[config.mk]
export PLATFORM = sky130hd
export DESIGN_NAME = konami_seq_detector_flat
export DESIGN_NICKNAME = d
export VERILOG_FILES = /design/src/rtl/konami_seq_detector_if.sv /design/src/rtl/konami_seq_detector.sv /design/src/flat_wrapper.sv
export SDC_FILE = /design/constraint.sdc
export NUM_CORES = 1
export LEC_CHECK = 0
export BUFFER_PORTS_ARGS = -buffer_cell sky130_fd_sc_hd__buf_2
export CAP_MARGIN = 20
export CORE_MARGIN = 2
export CORE_UTILIZATION = 30
export CTS_CLUSTER_SIZE = 14
export DETAILED_ROUTE_END_ITERATION = 10
export GPL_TIMING_DRIVEN = 0
export PLACE_DENSITY_LB_ADDON = 0.25
export RECOVER_POWER = 50
export SYNTH_ARGS = -nofsm -noshare
export SYNTH_HDL_FRONTEND = slang
export SYNTH_SLANG_ARGS = --single-unit
[constraint.sdc]
create_clock -name clk_i -period 2.35 [get_ports clk_i]
set_clock_uncertainty 0.05 [all_clocks]
set_input_delay 0.235 -clock clk_i [delete_from_list [all_inputs] [get_ports clk_i]]
set_output_delay 0.235 -clock clk_i [all_outputs]
set_load 0.05 [all_outputs]
[src/rtl/konami_seq_detector_if.sv]
// Button press / configuration / status bundle for konami_seq_detector.
interface konami_seq_detector_if #(
    parameter int unsigned NUM_BUTTONS = 7,
    parameter int unsigned MAX_LEN     = 16,
    parameter int unsigned MAX_FAILS   = 3
);
    localparam int unsigned BTN_W  = (NUM_BUTTONS > 1) ? $clog2(NUM_BUTTONS) : 1;
    localparam int unsigned IDX_W  = $clog2(MAX_LEN + 1);
    localparam int unsigned FAIL_W = $clog2(MAX_FAILS + 1);

    logic [NUM_BUTTONS-1:0] press_i;
    logic                   cfg_we_i;
    logic [IDX_W-1:0]       cfg_addr_i;
    logic [BTN_W-1:0]       cfg_data_i;
    logic                   cfg_len_we_i;
    logic [IDX_W-1:0]       cfg_len_i;
    logic [IDX_W-1:0]       progress_o;
    logic                   unlocked_o;
    logic                   match_o;
    logic                   locked_out_o;
    logic [FAIL_W-1:0]      fail_count_o;

    modport master (
        output press_i, cfg_we_i, cfg_addr_i, cfg_data_i, cfg_len_we_i, cfg_len_i,
        input  progress_o, unlocked_o, match_o, locked_out_o, fail_count_o
    );

    modport slave (
        input  press_i, cfg_we_i, cfg_addr_i, cfg_data_i, cfg_len_we_i, cfg_len_i,
        output progress_o, unlocked_o, match_o, locked_out_o, fail_count_o
    );
endinterface

[src/rtl/konami_seq_detector.sv]
// Programmable button-sequence recognizer with inter-press timeout,
// consecutive-failure counting and timed lockout.
module konami_seq_detector #(
    parameter int unsigned NUM_BUTTONS    = 7,
    parameter int unsigned MAX_LEN        = 16,
    parameter int unsigned TIMEOUT_CYCLES = 0,
    parameter int unsigned MAX_FAILS      = 3,
    parameter int unsigned LOCKOUT_CYCLES = 1024
) (
    input logic                 clk_i,
    input logic                 reset_i,
    konami_seq_detector_if.slave bus
);
    localparam int unsigned BTN_W  = (NUM_BUTTONS > 1) ? $clog2(NUM_BUTTONS) : 1;
    localparam int unsigned IDX_W  = $clog2(MAX_LEN + 1);
    localparam int unsigned FAIL_W = $clog2(MAX_FAILS + 1);
    localparam int unsigned AW     = (MAX_LEN > 1) ? $clog2(MAX_LEN) : 1;
    localparam int unsigned TO_MAX = (TIMEOUT_CYCLES > 0) ? TIMEOUT_CYCLES - 1 : 0;
    localparam int unsigned TO_W   = (TO_MAX > 0) ? $clog2(TO_MAX + 1) : 1;
    localparam int unsigned LK_MAX = (LOCKOUT_CYCLES > 0) ? LOCKOUT_CYCLES - 1 : 0;
    localparam int unsigned LK_W   = (LK_MAX > 0) ? $clog2(LK_MAX + 1) : 1;

    typedef enum logic [1:0] {
        ST_MATCH    = 2'd0,
        ST_UNLOCKED = 2'd1,
        ST_LOCKOUT  = 2'd2
    } state_t;

    logic [BTN_W-1:0]  seq_q [MAX_LEN];
    logic [IDX_W-1:0]  len_q;

    state_t            state_q, state_d;
    logic [IDX_W-1:0]  progress_q, progress_d;
    logic [FAIL_W-1:0] fail_q, fail_d;
    logic [TO_W-1:0]   idle_q, idle_d;
    logic [LK_W-1:0]   lock_q, lock_d;
    logic              unlocked_q, match_q, match_d, locked_q;

    logic              event_c, onehot_c, hit_c, restart_c;
    logic [BTN_W-1:0]  btn_c;
    logic              seq_ok_c, len_ok_c, cfg_hit_c;
    logic [IDX_W-1:0]  base_c;
    logic [FAIL_W-1:0] fail_inc_c;

    // Press decode and config-write qualification.
    always_comb begin
        btn_c    = '0;
        event_c  = |bus.press_i;
        onehot_c = event_c &&
                   ((bus.press_i & (bus.press_i - NUM_BUTTONS'(1))) == '0);
        for (int unsigned k = 0; k < NUM_BUTTONS; k++) begin
            if (bus.press_i[k]) btn_c = BTN_W'(k);
        end
        seq_ok_c  = bus.cfg_we_i &&
                    (bus.cfg_addr_i < IDX_W'(MAX_LEN)) &&
                    ({1'b0, bus.cfg_data_i} < (BTN_W + 1)'(NUM_BUTTONS));
        len_ok_c  = bus.cfg_len_we_i && (bus.cfg_len_i != '0) &&
                    (bus.cfg_len_i <= IDX_W'(MAX_LEN));
        cfg_hit_c = seq_ok_c || len_ok_c;
    end

    // Sequence table and length register; writes land in any state.
    always_ff @(posedge clk_i) begin
        if (reset_i) begin
            for (int unsigned i = 0; i < MAX_LEN; i++) seq_q[i] <= '0;
            len_q <= IDX_W'(MAX_LEN);
        end else begin
            if (seq_ok_c) seq_q[AW'(bus.cfg_addr_i)] <= bus.cfg_data_i;
            if (len_ok_c) len_q <= bus.cfg_len_i;
        end
    end

    // Next-state logic: matching, failure counting, timeout and lockout.
    always_comb begin
        state_d    = state_q;
        progress_d = progress_q;
        fail_d     = fail_q;
        idle_d     = idle_q;
        lock_d     = lock_q;
        match_d    = 1'b0;
        base_c     = (state_q == ST_UNLOCKED) ? '0 : progress_q;
        hit_c      = onehot_c && (btn_c == seq_q[AW'(base_c)]);
        restart_c  = onehot_c && (btn_c == seq_q[0]);
        fail_inc_c = fail_q + FAIL_W'(1);

        case (state_q)
            ST_LOCKOUT: begin
                progress_d = '0;
                idle_d     = '0;
                if (lock_q == '0) begin
                    state_d = ST_MATCH;
                    fail_d  = '0;
                end else begin
                    lock_d = lock_q - LK_W'(1);
                end
            end
            ST_MATCH, ST_UNLOCKED: begin
                if (cfg_hit_c) begin
                    // Config write wins over a same-cycle press.
                    state_d    = ST_MATCH;
                    progress_d = '0;
                    idle_d     = '0;
                end else if (event_c) begin
                    state_d = ST_MATCH;
                    idle_d  = '0;
                    if (hit_c) begin
                        if (base_c + IDX_W'(1) == len_q) begin
                            state_d    = ST_UNLOCKED;
                            progress_d = '0;
                            fail_d     = '0;
                            match_d    = 1'b1;
                        end else begin
                            progress_d = base_c + IDX_W'(1);
                        end
                    end else if (base_c != '0) begin
                        fail_d     = fail_inc_c;
                        progress_d = restart_c ? IDX_W'(1) : '0;
                        if (fail_inc_c == FAIL_W'(MAX_FAILS)) begin
                            state_d    = ST_LOCKOUT;
                            progress_d = '0;
                            lock_d     = LK_W'(LK_MAX);
                        end
                    end else begin
                        progress_d = '0;
                    end
                end else if ((TIMEOUT_CYCLES != 0) && (state_q == ST_MATCH) &&
                             (progress_q != '0)) begin
                    if (idle_q == TO_W'(TO_MAX)) begin
                        progress_d = '0;
                        idle_d     = '0;
                    end else begin
                        idle_d = idle_q + TO_W'(1);
                    end
                end else begin
                    idle_d = '0;
                end
            end
            default: begin
                state_d    = ST_MATCH;
                progress_d = '0;
            end
        endcase
    end

    // State and registered status outputs.
    always_ff @(posedge clk_i) begin
        if (reset_i) begin
            state_q    <= ST_MATCH;
            progress_q <= '0;
            fail_q     <= '0;
            idle_q     <= '0;
            lock_q     <= '0;
            unlocked_q <= 1'b0;
            match_q    <= 1'b0;
            locked_q   <= 1'b0;
        end else begin
            state_q    <= state_d;
            progress_q <= progress_d;
            fail_q     <= fail_d;
            idle_q     <= idle_d;
            lock_q     <= lock_d;
            unlocked_q <= (state_d == ST_UNLOCKED);
            match_q    <= match_d;
            locked_q   <= (state_d == ST_LOCKOUT);
        end
    end

    assign bus.progress_o   = progress_q;
    assign bus.unlocked_o   = unlocked_q;
    assign bus.match_o      = match_q;
    assign bus.locked_out_o = locked_q;
    assign bus.fail_count_o = fail_q;

endmodule

[src/flat_wrapper.sv]
// flat-port wrapper written by rule: the top's interface ports become plain ports
module konami_seq_detector_flat 
#(
    parameter int unsigned NUM_BUTTONS    = 7,
    parameter int unsigned MAX_LEN        = 16,
    parameter int unsigned TIMEOUT_CYCLES = 0,
    parameter int unsigned MAX_FAILS      = 3,
    parameter int unsigned LOCKOUT_CYCLES = 1024
)
  (clk_i, reset_i, bus_press_i, bus_cfg_we_i, bus_cfg_addr_i, bus_cfg_data_i, bus_cfg_len_we_i, bus_cfg_len_i, bus_progress_o, bus_unlocked_o, bus_match_o, bus_locked_out_o, bus_fail_count_o);
  konami_seq_detector_if #(.NUM_BUTTONS(NUM_BUTTONS), .MAX_LEN(MAX_LEN), .MAX_FAILS(MAX_FAILS)) bus_i ();
  input logic clk_i;
  input logic reset_i;
  input wire logic [$bits(bus_i.press_i)-1:0] bus_press_i;
  input wire logic [$bits(bus_i.cfg_we_i)-1:0] bus_cfg_we_i;
  input wire logic [$bits(bus_i.cfg_addr_i)-1:0] bus_cfg_addr_i;
  input wire logic [$bits(bus_i.cfg_data_i)-1:0] bus_cfg_data_i;
  input wire logic [$bits(bus_i.cfg_len_we_i)-1:0] bus_cfg_len_we_i;
  input wire logic [$bits(bus_i.cfg_len_i)-1:0] bus_cfg_len_i;
  output wire logic [$bits(bus_i.progress_o)-1:0] bus_progress_o;
  output wire logic [$bits(bus_i.unlocked_o)-1:0] bus_unlocked_o;
  output wire logic [$bits(bus_i.match_o)-1:0] bus_match_o;
  output wire logic [$bits(bus_i.locked_out_o)-1:0] bus_locked_out_o;
  output wire logic [$bits(bus_i.fail_count_o)-1:0] bus_fail_count_o;
  assign bus_i.press_i = bus_press_i;
  assign bus_i.cfg_we_i = bus_cfg_we_i;
  assign bus_i.cfg_addr_i = bus_cfg_addr_i;
  assign bus_i.cfg_data_i = bus_cfg_data_i;
  assign bus_i.cfg_len_we_i = bus_cfg_len_we_i;
  assign bus_i.cfg_len_i = bus_cfg_len_i;
  assign bus_progress_o = bus_i.progress_o;
  assign bus_unlocked_o = bus_i.unlocked_o;
  assign bus_match_o = bus_i.match_o;
  assign bus_locked_out_o = bus_i.locked_out_o;
  assign bus_fail_count_o = bus_i.fail_count_o;
  konami_seq_detector #(.NUM_BUTTONS(NUM_BUTTONS), .MAX_LEN(MAX_LEN), .TIMEOUT_CYCLES(TIMEOUT_CYCLES), .MAX_FAILS(MAX_FAILS), .LOCKOUT_CYCLES(LOCKOUT_CYCLES)) u_core (.clk_i(clk_i), .reset_i(reset_i), .bus(bus_i));
endmodule
==> metrics.cfg <==
[detailed_routing]
finalWirelength_um=11020
ant_nets=0
drc=0
dr.first_iter.drc_count=225
wire_per_inst_um=16.38
first_pass_iters=4
drt-vias-per-instance=5.034
dr_total_vias=3388

[placed_design]
io_buffers=31
hpwl_um=7749
dpl_worst_slack_ns=-0.5750
gp_congestion=0.8595

[yosys]
yosysSeqAreaShare=0.4745
yosysWarningCount=0
synth_area_leaders=edfxtp_1 35%, dfxtp_1 13%, and2_1 6.0%
ys_seq_elements=75
yosys_most_used_dff=edfxtp_1
yosysTopAreaCell=edfxtp_1
syn_area_um2=4177
yosysUniqueCellTypes=58
synth-edff-count=48
syn-instance-count=424
yosysTopAreaCellShare=0.3451
syn-mean-instance-area_um2=9.850
synth_nets=452
async_flop_share=0

[critical_path]
crit_path_max_fanout=3
required_ns=2.49
critPathLaunchType=register
cp-endpoint=u_core.bus.fail_count_o[0]
r2r_slack_ns=-0.14
cp_data_arrival_time_ns=2.62
r2r_start=u_core.lock_q[6]
path_class=register to register
r2r_end=u_core.bus.fail_count_o[0]
cp-end-kind=register
reg2regPathDepth=8
startpoint=u_core.lock_q[6]

[pwr]
pwr-share-comb=0.084
power.density_nw_per_um2=579.3
ir_worst_vdd_uv=331.3
switchingPower_mw=0.7135
p_leak_nw=1.961
switching_share=0.2316
intPower_mw=2.368
p_seq_frac=0.477
pwr-share-clk=0.438

[finish]
syn2layout_area_growth_pct=27.35
final.fill_count=1347
nets=516
seqCellArea_um2=1996
layout_common_cells=48 x edfxtp_1, 37 x nor2_1, 22 x clkbuf_1
post-route-util=0.3877
diodes=0
final_common_cell=edfxtp_1
multi_input_area_um2=2211
drive_gt1_frac=0.2840

[die]
dieHeight_um=122.0
coreArea_um2=13720
die_area_um2=14880
initial_utilization=0.3044
die_w_um=122.0
row_count=43
io_pins=34

[job]
max_cap_violations=0

[timing]
worst_slack_ns=-0.1381
hold_violations=0
fmaxAchievable_mhz=401.9
maxSlewHeadroom=0.4965
finalSetupViolCount=21
fin_crit_sh=1.059
final_max_slew_viol_count=0
rsz0062_at_grt=true
tightest_slew_ns=0.7488
min_period_ns=2.488
setup_tns_ns=-1.909

[global_routing]
antenna_found_initial=0
grt_pass1_wl_um=17450
grt_overflow=0
grt_util_all_layers=0.1553
grt_max_degree=14
grt_pass1_vias=3285

[clock_network]
clkSlewWorstSetupHoldPaths_ns=0.06
cts_buffers=9
cts_max_level=3
clk_latency_ns=0.34
clock-sinks=75
cts_buffer_depth=2
cts_root_buffer=clkbuf_16
cts_tree=built

[min_path]
hp-class=primary input to register

[run_status]
status=complete, but fails checks
failed_checks=setup timing

==> layout make-up <==
cell class	instances	area share
Tap cell	180	0.04234
Clock inverter	7	0.01294
Inverter	20	0.01411
Sequential cell	75	0.3752
Buffer	20	0.02729
Multi-Input combinational cell	306	0.4157
Clock buffer	9	0.04234
Timing Repair Buffer	56	0.07010
==> through the flow <==
stage,power (mW),instance area [µm²],hold WS (ns),instances
detailed placement,1.724,4622,0.4490,635
global route,3.185,5319,0.1273,673
global placement,1.717,4622,0.4315,635
CTS,3.104,5260,0.09797,671
finish,3.081,5319,0.1041,673
floorplan,1.632,4242,0.3289,424
==> synthesized netlist by cell type, drive strengths merged (7+ instances only) <==
cell,count
edfxtp,48
buf,7
nor2,39
clkbuf,16
o21ai,12
nor3,9
a21oi,21
xor2,11
xnor2,9
nand4,8
and2,41
nand2,24
and3,13
dfxtp,27
inv,20
a31oi,14
or2,12
nand2b,7
mux2i,10
==> critical path, stage by stage, from the launching register on <==
cell and delay [ns]:
dfxtp_2 0.32, or4_4 0.53, or4b_4 0.52, or4_4 0.46, and2_4 0.18, nand2_2 0.05
o31ai_2 0.07, o21ai_2 0.06, a31oi_1 0.09
==> layer usage <==
| layer | GRT usage | vias to the layer above | part of all wire |
|---|---|---|---|
| met2 | 0.2427 | 71 | 0.46 |
| met5 | 0 | - | 0 |
| met3 | 0.03277 | 18 | 0.050 |
| met4 | 0.06178 | 0 | 0.020 |
| met1 | 0.2098 | 1630 | 0.47 |
| li1 | - | 1669 | - |
==> power by group through the flow <==
stage / logic [mW] / registers (mW) / clock network (mW)
finish: 0.260 / 1.47 / 1.35
floorplan: 0.143 / 1.49 / 0
CTS: 0.253 / 1.47 / 1.38
detailed placement: 0.225 / 1.50 / 0
global placement: 0.220 / 1.50 / 0
global route: 0.284 / 1.48 / 1.42
==> registers in the layout, summed over array words and instances, names as in the netlist <==
signal / flops
u_core.seq_q: 48
u_core.lock_q: 10
u_core.bus.progress_o: 5
u_core.len_q: 5
u_core.bus.fail_count_o: 2
u_core.state_q: 2
u_core.bus.locked_out_o: 1
u_core.bus.match_o: 1
u_core.bus.unlocked_o: 1
==> timing repair <==
action / in CTS / in global routing
gates cloned: 3 / 0
hold buffers: 0 / 0
pin swaps: 16 / 18
endpoints found under the setup margin: 22 / 22
resized for setup: 41 / 17
hold endpoints to repair: 0 / 0
setup buffers: 19 / 3
==> logic make-up (layout without fill, tap and decap cells) <==
group | count (synthesis) | after routing | synth area share
compound gates | 78 | 78 | 0.1204
xor+xnor | 20 | 20 | 0.04194
fa+ha+maj | 4 | 4 | 0.01198
buf+inv | 43 | 112 | 0.04314
flops | 75 | 75 | 0.4745
mux | 17 | 17 | 0.05363
simple gates | 187 | 187 | 0.2543
==> how the worst min path moves through the flow <==
stage                          start               to  slack [ns]  cells after the start
floorplan           bus_cfg_len_i[0]  u_core.len_q[0]        0.33                      2
global placement    bus_cfg_len_i[2]  u_core.len_q[2]        0.43                      3
detailed placement  bus_cfg_len_i[1]  u_core.len_q[1]        0.45                      3
CTS                 bus_cfg_len_i[1]  u_core.len_q[1]         0.1                      3
global route        bus_cfg_len_i[3]  u_core.len_q[3]        0.13                      3
finish              bus_cfg_len_i[3]  u_core.len_q[3]        0.10                      3
No activity file was read; power rests on OpenSTA's default activity.
